$ cat src/rtl/rf_controller_pkg.sv
// Shared types and field positions for the register-file instruction sequencer.
package rf_ctrl_pkg;

    localparam int DATA_W  = 4;
    localparam int ADDR_W  = 3;
    localparam int INSTR_W = 12;

    // Instruction field positions
    localparam int OP_HI   = 11;
    localparam int OP_LO   = 9;
    localparam int DST_HI  = 8;
    localparam int DST_LO  = 6;
    localparam int SRC1_HI = 5;
    localparam int SRC1_LO = 3;
    localparam int SRC2_HI = 2;
    localparam int SRC2_LO = 0;
    localparam int IMM_HI  = 3;
    localparam int IMM_LO  = 0;

    typedef enum logic [2:0] {
        OP_NOP  = 3'b000,
        OP_LDI  = 3'b001,
        OP_ADD  = 3'b010,
        OP_SUB  = 3'b011,
        OP_AND  = 3'b100,
        OP_OR   = 3'b101,
        OP_CLR  = 3'b110,
        OP_HALT = 3'b111
    } opcode_t;

    typedef enum logic [2:0] {
        ST_IDLE   = 3'd0,
        ST_DECODE = 3'd1,
        ST_EXEC   = 3'd2,
        ST_WB     = 3'd3,
        ST_HALT   = 3'd4
    } state_t;

    // True for the opcodes that write a register and update the result.
    function automatic logic writes_rf(input opcode_t op);
        logic w;
        case (op)
            OP_LDI, OP_ADD, OP_SUB, OP_AND, OP_OR: w = 1'b1;
            default:                               w = 1'b0;
        endcase
        return w;
    endfunction

endpackage

$ cat src/rtl/rf_controller_alu4.sv
// 4-bit combinational ALU; arithmetic wraps modulo 16.
module alu4
    import rf_ctrl_pkg::*;
(
    input  opcode_t           op,
    input  logic [DATA_W-1:0] a,
    input  logic [DATA_W-1:0] b,
    input  logic [DATA_W-1:0] imm,
    output logic [DATA_W-1:0] y
);

    // Select the operation result; non-computing opcodes yield zero.
    always_comb begin
        y = 4'h0;
        case (op)
            OP_LDI:  y = imm;
            OP_ADD:  y = a + b;
            OP_SUB:  y = a - b;
            OP_AND:  y = a & b;
            OP_OR:   y = a | b;
            default: y = 4'h0;
        endcase
    end

endmodule

$ cat src/rtl/rf_controller.sv
// Four-cycle sequencer driving a 2-read/1-write 8x4 register file.
module rf_controller
    import rf_ctrl_pkg::*;
#(
    parameter int CNT_W = 8
) (
    input  logic                clk,
    input  logic                clr,
    input  logic [INSTR_W-1:0]  instr,
    input  logic                instr_valid,
    output logic                instr_ready,
    output logic [ADDR_W-1:0]   rda1,
    output logic [ADDR_W-1:0]   rda2,
    input  logic [DATA_W-1:0]   rdd1,
    input  logic [DATA_W-1:0]   rdd2,
    output logic [ADDR_W-1:0]   wra,
    output logic [DATA_W-1:0]   wrd,
    output logic                en,
    output logic                rf_clr,
    output logic [DATA_W-1:0]   result,
    output logic                halted,
    output logic [CNT_W-1:0]    retired
);

    state_t               state_r;
    state_t               state_nxt_s;
    logic [INSTR_W-1:0]   ir_r;
    logic [DATA_W-1:0]    opa_r;
    logic [DATA_W-1:0]    opb_r;
    logic [DATA_W-1:0]    alu_q_r;
    logic [DATA_W-1:0]    result_r;
    logic [CNT_W-1:0]     retired_r;
    logic                 halted_r;
    opcode_t              op_s;
    logic [DATA_W-1:0]    alu_y_s;

    assign op_s = opcode_t'(ir_r[OP_HI:OP_LO]);

    alu4 u_alu (
        .op  (op_s),
        .a   (opa_r),
        .b   (opb_r),
        .imm (ir_r[IMM_HI:IMM_LO]),
        .y   (alu_y_s)
    );

    // State register; clr returns to IDLE from anywhere, including HALT.
    always_ff @(posedge clk) begin
        if (clr) begin
            state_r <= ST_IDLE;
        end else begin
            state_r <= state_nxt_s;
        end
    end

    // Next-state logic and state-decoded handshake/strobe outputs.
    always_comb begin
        state_nxt_s = state_r;
        instr_ready = 1'b0;
        en          = 1'b0;
        rf_clr      = clr;
        case (state_r)
            ST_IDLE: begin
                instr_ready = 1'b1;
                if (instr_valid) begin
                    state_nxt_s = ST_DECODE;
                end else begin
                    state_nxt_s = ST_IDLE;
                end
            end
            ST_DECODE: state_nxt_s = ST_EXEC;
            ST_EXEC:   state_nxt_s = ST_WB;
            ST_WB: begin
                // A write coinciding with clr is suppressed: the instruction is abandoned.
                en     = writes_rf(op_s) & ~clr;
                rf_clr = clr | (op_s == OP_CLR);
                if (op_s == OP_HALT) begin
                    state_nxt_s = ST_HALT;
                end else begin
                    state_nxt_s = ST_IDLE;
                end
            end
            ST_HALT:   state_nxt_s = ST_HALT;
            default:   state_nxt_s = ST_IDLE;
        endcase
    end

    // Datapath registers: instruction capture, operand latch, ALU result, counters.
    always_ff @(posedge clk) begin
        if (clr) begin
            ir_r      <= '0;
            opa_r     <= '0;
            opb_r     <= '0;
            alu_q_r   <= '0;
            result_r  <= '0;
            retired_r <= '0;
            halted_r  <= 1'b0;
        end else begin
            case (state_r)
                ST_IDLE: begin
                    if (instr_valid) begin
                        ir_r <= instr;
                    end else begin
                        ir_r <= ir_r;
                    end
                end
                ST_DECODE: begin
                    opa_r <= rdd1;
                    opb_r <= rdd2;
                end
                ST_EXEC: begin
                    alu_q_r <= alu_y_s;
                    if (writes_rf(op_s)) begin
                        result_r <= alu_y_s;
                    end else begin
                        result_r <= result_r;
                    end
                end
                ST_WB: begin
                    retired_r <= retired_r + {{(CNT_W-1){1'b0}}, 1'b1};
                    if (op_s == OP_HALT) begin
                        halted_r <= 1'b1;
                    end else begin
                        halted_r <= halted_r;
                    end
                end
                default: begin
                    ir_r <= ir_r;
                end
            endcase
        end
    end

    assign rda1    = ir_r[SRC1_HI:SRC1_LO];
    assign rda2    = ir_r[SRC2_HI:SRC2_LO];
    assign wra     = ir_r[DST_HI:DST_LO];
    assign wrd     = alu_q_r;
    assign result  = result_r;
    assign retired = retired_r;
    assign halted  = halted_r;

endmodule
$ cat config.mk
export PLATFORM = sky130hd
export DESIGN_NAME = rf_controller
export DESIGN_NICKNAME = d
export VERILOG_FILES = /design/src/rtl/rf_controller_pkg.sv /design/src/rtl/rf_controller_alu4.sv /design/src/rtl/rf_controller.sv
export SDC_FILE = /design/constraint.sdc
export NUM_CORES = 1
export LEC_CHECK = 0
export CAP_MARGIN = 20
export CORE_MARGIN = 3
export CORE_UTILIZATION = 26
export CTS_CLUSTER_DIAMETER = 30
export DETAILED_ROUTE_END_ITERATION = 8
export HOLD_SLACK_MARGIN = 0.06
export PLACE_DENSITY = 0.46
export SLEW_MARGIN = 20
export SYNTH_ARGS = -nofsm -noshare
export SYNTH_HDL_FRONTEND = slang
export SYNTH_SLANG_ARGS = --single-unit
export TNS_END_PERCENT = 50
$ cat constraint.sdc
create_clock -name clk -period 7.67 [get_ports clk]
set_clock_uncertainty 0.05 [all_clocks]
set_input_delay 1.9175 -clock clk [delete_from_list [all_inputs] [get_ports clk]]
set_output_delay 1.9175 -clock clk [all_outputs]
set_load 0.05 [all_outputs]
Yosys cells after proc, flatten, opt, wreduce, memory -nomap -nowiden

Index checks and enable logic that the tools add are counted.

Memory bits (writable): 0
Memories kept: 0
ROM bits: 0
Logic and storage cells: 43
Output and inout port bits: 29
Latch bits: 0
Bits in registers: 40
Bits of input ports: 23

Reductions and logical operators: 5
Multipliers: 0
Equality and inequality tests: 11
Shift-type cells: 0
Order comparisons: 0
$add $sub $neg: 3
Div/mod/pow operators: 0
Bitwise operators: 5
Multiplexer cells: 11

Operator list:

| cell                                                                  | number |
|---|---|
| 4-bit one-hot mux with 5 select lines                                 | 1 |
| 3-bit equality test, second input constant                            | 5 |
| 3-bit one-hot mux with 5 select lines                                 | 1 |
| 3-bit by 2-bit equality test with 1-bit output, second input constant | 4 |
| 8-bit by 1-bit adder with 8-bit output, second input constant         | 1 |
| 1-bit 2-to-1 mux                                                      | 8 |
| 3-bit by 1-bit equality test with 1-bit output, second input constant | 2 |
| 2-bit AND reduction                                                   | 3 |
| 5-bit OR reduction                                                    | 1 |
| 4-bit adder                                                           | 1 |
| 4-bit AND                                                             | 1 |
| 4-bit bitwise OR                                                      | 1 |
| 4-bit subtractor                                                      | 1 |
| 3-bit zero test                                                       | 1 |
| 3-bit 2-to-1 mux                                                      | 1 |
| 1-bit AND                                                             | 1 |
| 1-bit inverter                                                        | 1 |
| 1-bit bitwise OR                                                      | 1 |

Depth between registers and ports, before layout

Gate-level depths: netlist of the first run.

Word-level depth: 6
Gate-level depth with buffers: 12
Depth with buffers taken out: 11

Cells and area by module

From an unflattened synthesis of the first run, not the netlist that was laid out.

Cells, all modules: 234
Area total of the unflattened synthesis: 2034.5 um^2

By module, submodules not included:

| module        | times used | area an instance (um^2) | cells an instance |
|---|---|---|---|
| rf_controller | 1          | 1672.9                  | 186 |
| alu4          | 1          | 361.6                   | 48 |

Least setup slack after synthesis of the first run

Ideal clock, no wire load.

Path type: in2out
From: input port clr
To: output port en
Setup slack: 2.271 ns
Stages on the path: 3
Data required time: 5.702 ns
Arrival: 3.432 ns
Cells stage by stage: clkbuf_1 > clkbuf_1 > nor3b_1

Longest elaborated chain between the ends: 3

RTL lines:

| item             | RTL line            | text |
|---|---|---|
| from (decl)      | rf_controller.sv:8  | `input logic clr,` |
| 1-bit inverter   | rf_controller.sv:75 | `en = writes_rf(op_s) & ~clr;` |
| 1-bit AND        | rf_controller.sv:75 |  |
| 1-bit 2-to-1 mux | rf_controller.sv:62 | `case (state_r)` |
| to (decl)        | rf_controller.sv:18 | `output logic en,` |

No other way between the ends.

Worst setup path in the final report of the first run

From: input port clr
To: output port rf_clr

Longest elaborated chain between the ends: 2

RTL lines:

| item                 | RTL line            | text |
|---|---|---|
| 1-bit bitwise OR     | rf_controller.sv:76 | `rf_clr = clr \| (op_s == OP_CLR);` |
| 1-bit 2-to-1 mux (*) | rf_controller.sv:62 |  |
| to (decl)            | rf_controller.sv:19 | `output logic rf_clr,` |

Every way passes the cells marked *; elsewhere a longest branch is shown, timed or not.

==> results of run 1 <==
## flip-flops by register name, summed over array words and instances (netlist names)
name,count
halted,1
opa_r,4
state_r,3
wrd,4
retired,8
opb_r,4
result,4
ir_r,12
## tightest hold or removal path: cells and delay by family (launching register included)
kind	cells	cell delay, ps
AO/OA/AOI/OAI	1	50
flip-flops	1	310
buffers and inverters	1	50
## power groups by stage
stage	Combinational, mW	Sequential, mW	Clock, mW
5_1_grt	0.0951	0.227	0.146
3_3_place_gp	0.0869	0.230	0
2_1_floorplan	0.0615	0.228	0
3_5_place_dp	0.0876	0.230	0
6_report	0.0862	0.225	0.131
4_1_cts	0.0881	0.225	0.137
## worst min path at each step
stage / from / endpoint / cells past startpoint
global placement: halted / halted / 2
finish: halted / halted / 2
floorplan: ir_r[4] / ir_r[4] / 2
CTS: halted / halted / 2
detailed placement: halted / halted / 2
global route: halted / halted / 2
## cells by family after synthesis
| family | after synthesis |
|---|---|
| muxes | 5 |
| DFF | 40 |
| xor gates and xnor gates | 10 |
| adders and majority gates | 11 |
| buffers and inverters | 29 |
| AOI/OAI and AO/OA | 44 |
| and+or+nand+nor | 90 |
## cell type report
type,instances,area [um^2]
fillers,759,4410
inverters,8,30.0
repair buffers,53,526
clock buffers,6,72.6
well taps,96,120
flip-flops and latches,40,801
multi-input cells,160,946
clock inverters,1,5.00
## per-stage QoR
stage | setup slack (ps) | cell area (um^2) | utilization, % | hold WS, ps
after floorplan | 2270 | 1890 | - | 387
after detailed placement | 1680 | 2420 | 35.1 | 390
after global routing | 1510 | 2500 | 36.2 | 420
after CTS | 1680 | 2500 | 36.2 | 402
after global placement | 1670 | 2420 | 35.1 | 390
final | 1700 | 2500 | 36.2 | 399
## metal layers
| layer | routed length, um | part of all wire [%] | vias to the layer above | global-route usage [%] |
|---|---|---|---|---|
| met5 | 0 | 0 | - | 0 |
| met4 | 44 | 0.95 | 0 | 3.02 |
| met3 | 245 | 5.3 | 5 | 3.23 |
| met2 | 1990 | 43 | 47 | 16.4 |
| met1 | 2360 | 51 | 715 | 16.4 |
| li1 | - | - | 829 | - |
## cell usage after synthesis
master	count
dfxtp_1	40
nand2_1	38
nor2_1	29
a21oi_1	26
clkbuf_1	12
buf_4	9
inv_1	8
ha_1	7
xor2_1	6
mux2i_1	5
xnor2_1	4
a22oi_1	3
maj3_1	3
nand3_1	3
nand4_1	3
nor3_1	3
a21o_1	2
and3b_1	2
nand3b_1	2
nor2b_1	2
nor3b_1	2
o21ai_0	2
o22ai_1	2
a2111oi_1	1
a211oi_1	1
a311oi_1	1
and2_1	1
and3_1	1
and4_1	1
fa_1	1
nand2b_1	1
o211ai_1	1
o21a_1	1
o21ai_1	1
o21ba_2	1
o21bai_1	1
o41ai_2	1
or2_2	1
or3_1	1
==> reports/metrics.cfg, run 1 <==
[timing]
finalHoldViolCount=0
rsz0062_at_grt=no
period_needed_ps=5970
finalSetupTns_ps=0
period_share_pct=77.9
maxSlewHeadroom_pct=43.7
worst_slew_pin_slew_ps=842
drv_slew=0
setup_viol=0
fmax_mhz=167

[clock_tree]
worstSkewPairLatency_ps=290
cts_max_path_buffers=2
clock-sinks=40
cts_setup_buffers=0
cts_root_buf=clkbuf_8
postCtsHoldBufs=0
htree_levels=2
cts_resized=0
cts_tree=yes
clk_pin_slew_ps=80
cts_buffers=5

[power_and_ir_drop]
power_frac_clock_pct=29.7
p_sw_share_pct=29.0
combinationalPowerShare_pct=19.5
power_density_nw_per_um2=177
switchingPower_mw=0.129
p_int_mw=0.314
p_leak_nw=0.894
total_power_mw=0.443
seq_power_share_pct=50.9
ir_drop_uv=77.4

[critical_path]
crit_required_ps=5700
endpoint=rf_clr
cp_common_cell=clkdlybuf4s50_1
cp_top_family=buffers and inverters
timing.rr.end=wrd[3]
cp-end-kind=output port
crit_chain=clkdlybuf4s50_1 > o21bai_1 > clkdlybuf4s50_1
r2r_cells=11
slowest_stage=clkdlybuf4s50_1
startpoint=clr
cp.depth=3
r2r-start=ir_r[9]
critPathLaunchType=input port
critPathKind=in2out
cp_num_buf_inv=2
crit_arrival_ps=4010
crit_fanout=23
ff2ff_setup_slack_ps=4880
crit_path_max_incr_delay_ps=1020

[yosys]
synth_area_leader_cell=dfxtp_1
syn_area_um2=1890
synth_top_cell_area_share_pct=42.4
synthMuxAreaShare_pct=2.65
synth_top_family_by_area=simple AND/OR/NAND/NOR gates
syn_nets=260
netlist_instances=229
synth-xor-area-share_pct=4.64
synth_cell_type_count=39
yosys_register_bits=40
synth_area_leaders=dfxtp_1 (42%), nand2_1 (7.5%), a21oi_1 (6.9%)
seq_area_frac_synth_pct=42.4
yosys.area_share.adder_pct=7.28
synth_compound_area_share_pct=14.3
syn_area_per_cell_um2=8.25
synthSimpleGateAreaFrac_pct=21.2
yosysWarnings=0

[place]
io_buffers=51
gp_congestion=0.701
dp_cells=357
dp_hpwl_um=3390

[die]
die_h_um=91.2
fp.dieW_um=91.2
rows=30
core_um2=6910
ios=52
initial_utilization_pct=27.4
fp.dieArea_um2=8330

[detailed_routing]
drc=0
drtAntennaViolNets=0
first_iter_violations=78
routed_wl_um=4630
drt_first_pass_iters=4
num_vias=1596
routed_via_density=4.38
wire_per_inst_um=12.7

[global_route]
antenna_found_initial=0
grt_usage_pct=11.3
grt_max_degree=24
grt-ovfl-total=0
grt_first_pass_wirelength_um=7540
grt_pass1_vias=1488

[layout]
final_cell_mix=clkdlybuf4s50_1 (51), dfxtp_1 (40), nand2_1 (38)
layout.cells.most_common=clkdlybuf4s50_1
drive_gt1_share_pct=4.10
finalNonFillerCells=364
nets=299
antennaDiodeCount=0
syn_to_final_growth_pct=32.3

[job]
drv_cap=0

[hold_path]
hp-class=reg2reg

[status]
status=finished clean

(Power assumes the default switching activity.)
==> inputs of run 2 (changes only) <==
Clock period 7.67 ns to 5.7 ns, I/O delays scaled along.
==> run 2 against run 1 <==
First-iteration DRC count increased by 27%; power rose by 46%; via count fell by 1.8%; register-to-register slack worse by 2000 ps; critical path depth unchanged; core utilization up 0.36 points; setup slack got worse by 340 ps; flip-flop and latch count unchanged; worst hold slack gained 5.3 ps; critical path type unchanged; critical endpoint unchanged; highest routed layer unchanged.
==> reports/metrics.cfg, run 2 (synthesis gave the netlist of run 1 again) <==
[layout]
finalNonFillerCells=365
drive_gt1_share_pct=5.20
final_cell_mix=clkdlybuf4s50_1 (49), dfxtp_1 (40), nand2_1 (38)
register_area_um2=801
fillers=757
nets=299
layout.cells.most_common=clkdlybuf4s50_1
syn_to_final_growth_pct=33.6
multi_input_area_um2=946
top_register=ir_r
antennaDiodeCount=0
final_area_um2=2520
largest_reg_flops=12

[timing]
maxSlewHeadroom_pct=45.7
finalHoldViolCount=0
finalSetupTns_ps=0
setup_viol=0
period_share_pct=76.2
drv_slew=0
whs_ps=404
rsz0062_at_grt=no
period_needed_ps=4340
fmax_mhz=230
worst_slew_pin_slew_ps=812

[detailed_routing]
routed_via_density=4.29
drtAntennaViolNets=0
drt_first_pass_iters=4
num_vias=1567
drc=0
wire_per_inst_um=12.6
routed_wl_um=4590
first_iter_violations=99

[global_route]
grt_max_degree=24
grt_usage_pct=11.9
antenna_found_initial=0
grt_pass1_vias=1611
grt_first_pass_wirelength_um=7990
grt-ovfl-total=0

[clock_tree]
cts_tree=yes
clock-sinks=40
cts_root_buf=clkbuf_8
cts_max_path_buffers=2
cts_resized=0
clk_pin_slew_ps=80
postCtsHoldBufs=0
worstSkewPairLatency_ps=290
htree_levels=2
cts_setup_buffers=0
cts_buffers=5

[critical_path]
crit_path_max_incr_delay_ps=1000
crit_chain=clkdlybuf4s50_1 > o21bai_1 > buf_4
critPathLaunchType=input port
startpoint=clr
cp-end-kind=output port
ff2ff_setup_slack_ps=2880
endpoint=rf_clr
r2r-start=ir_r[9]
slowest_stage=clkdlybuf4s50_1
crit_required_ps=4220
crit_arrival_ps=2870
crit_fanout=23
timing.rr.end=wrd[3]
r2r_cells=11
critPathKind=in2out

[power_and_ir_drop]
ir_drop_uv=114
power_density_nw_per_um2=256
p_leak_nw=0.911

[place]
placedInstanceArea_um2=2420
gp_congestion=0.713
dp_cells=357
dp_hpwl_um=3350
io_buffers=51

[die]
initial_utilization_pct=27.4
fp.dieArea_um2=8330
rows=30
ios=52
fp.dieW_um=91.2
core_um2=6910
die_h_um=91.2

[status]
status=finished clean

[job]
drv_cap=0

[hold_path]
hp-class=reg2reg

[run 2: metal layers]
layer  track usage [%]  routed length, um
met1              16.0               2370
met5                 0                  0
met4              4.15                 62
met2              17.9               1920
met3              3.65                241
[run 2: through the flow]
stage	util, %	setup slack, ps	total power [mW]
2_1_floorplan	-	1290	0.389
3_3_place_gp	35.0	1290	0.427
3_5_place_dp	35.0	1290	0.426
4_1_cts	36.6	1290	0.656
5_1_grt	36.6	1200	0.683
6_report	36.6	1360	0.646
[run 2: how the worst min path moves through the flow]
stage,cells past startpoint,from,end
floorplan,2,ir_r[4],ir_r[4]
global placement,2,halted,halted
detailed placement,2,ir_r[4],ir_r[4]
CTS,2,ir_r[4],ir_r[4]
global route,2,result[0],result[0]
finish,2,ir_r[4],ir_r[4]
[run 2: cell type report]
| cell class | count | area share (%) |
|---|---|---|
| multi-input cells | 160 | 37.5 |
| flip-flops and latches | 40 | 31.7 |
| repair buffers | 53 | 20.6 |
| well taps | 96 | 4.76 |
| clock buffers | 6 | 2.87 |
| clock inverters | 2 | 1.39 |
| inverters | 8 | 1.19 |
[run 2: power breakdown]
group | switching (mW) | internal (mW)
sequential | 0.0126 | 0.290
combinational | 0.0663 | 0.0489
clock | 0.0976 | 0.130
total | 0.176 | 0.469
[run 2: worst max-delay path, delay by kind of cell]
kind,cells,cell delay (ps)
AO/OA/AOI/OAI,1,210
buffers and inverters,2,1220
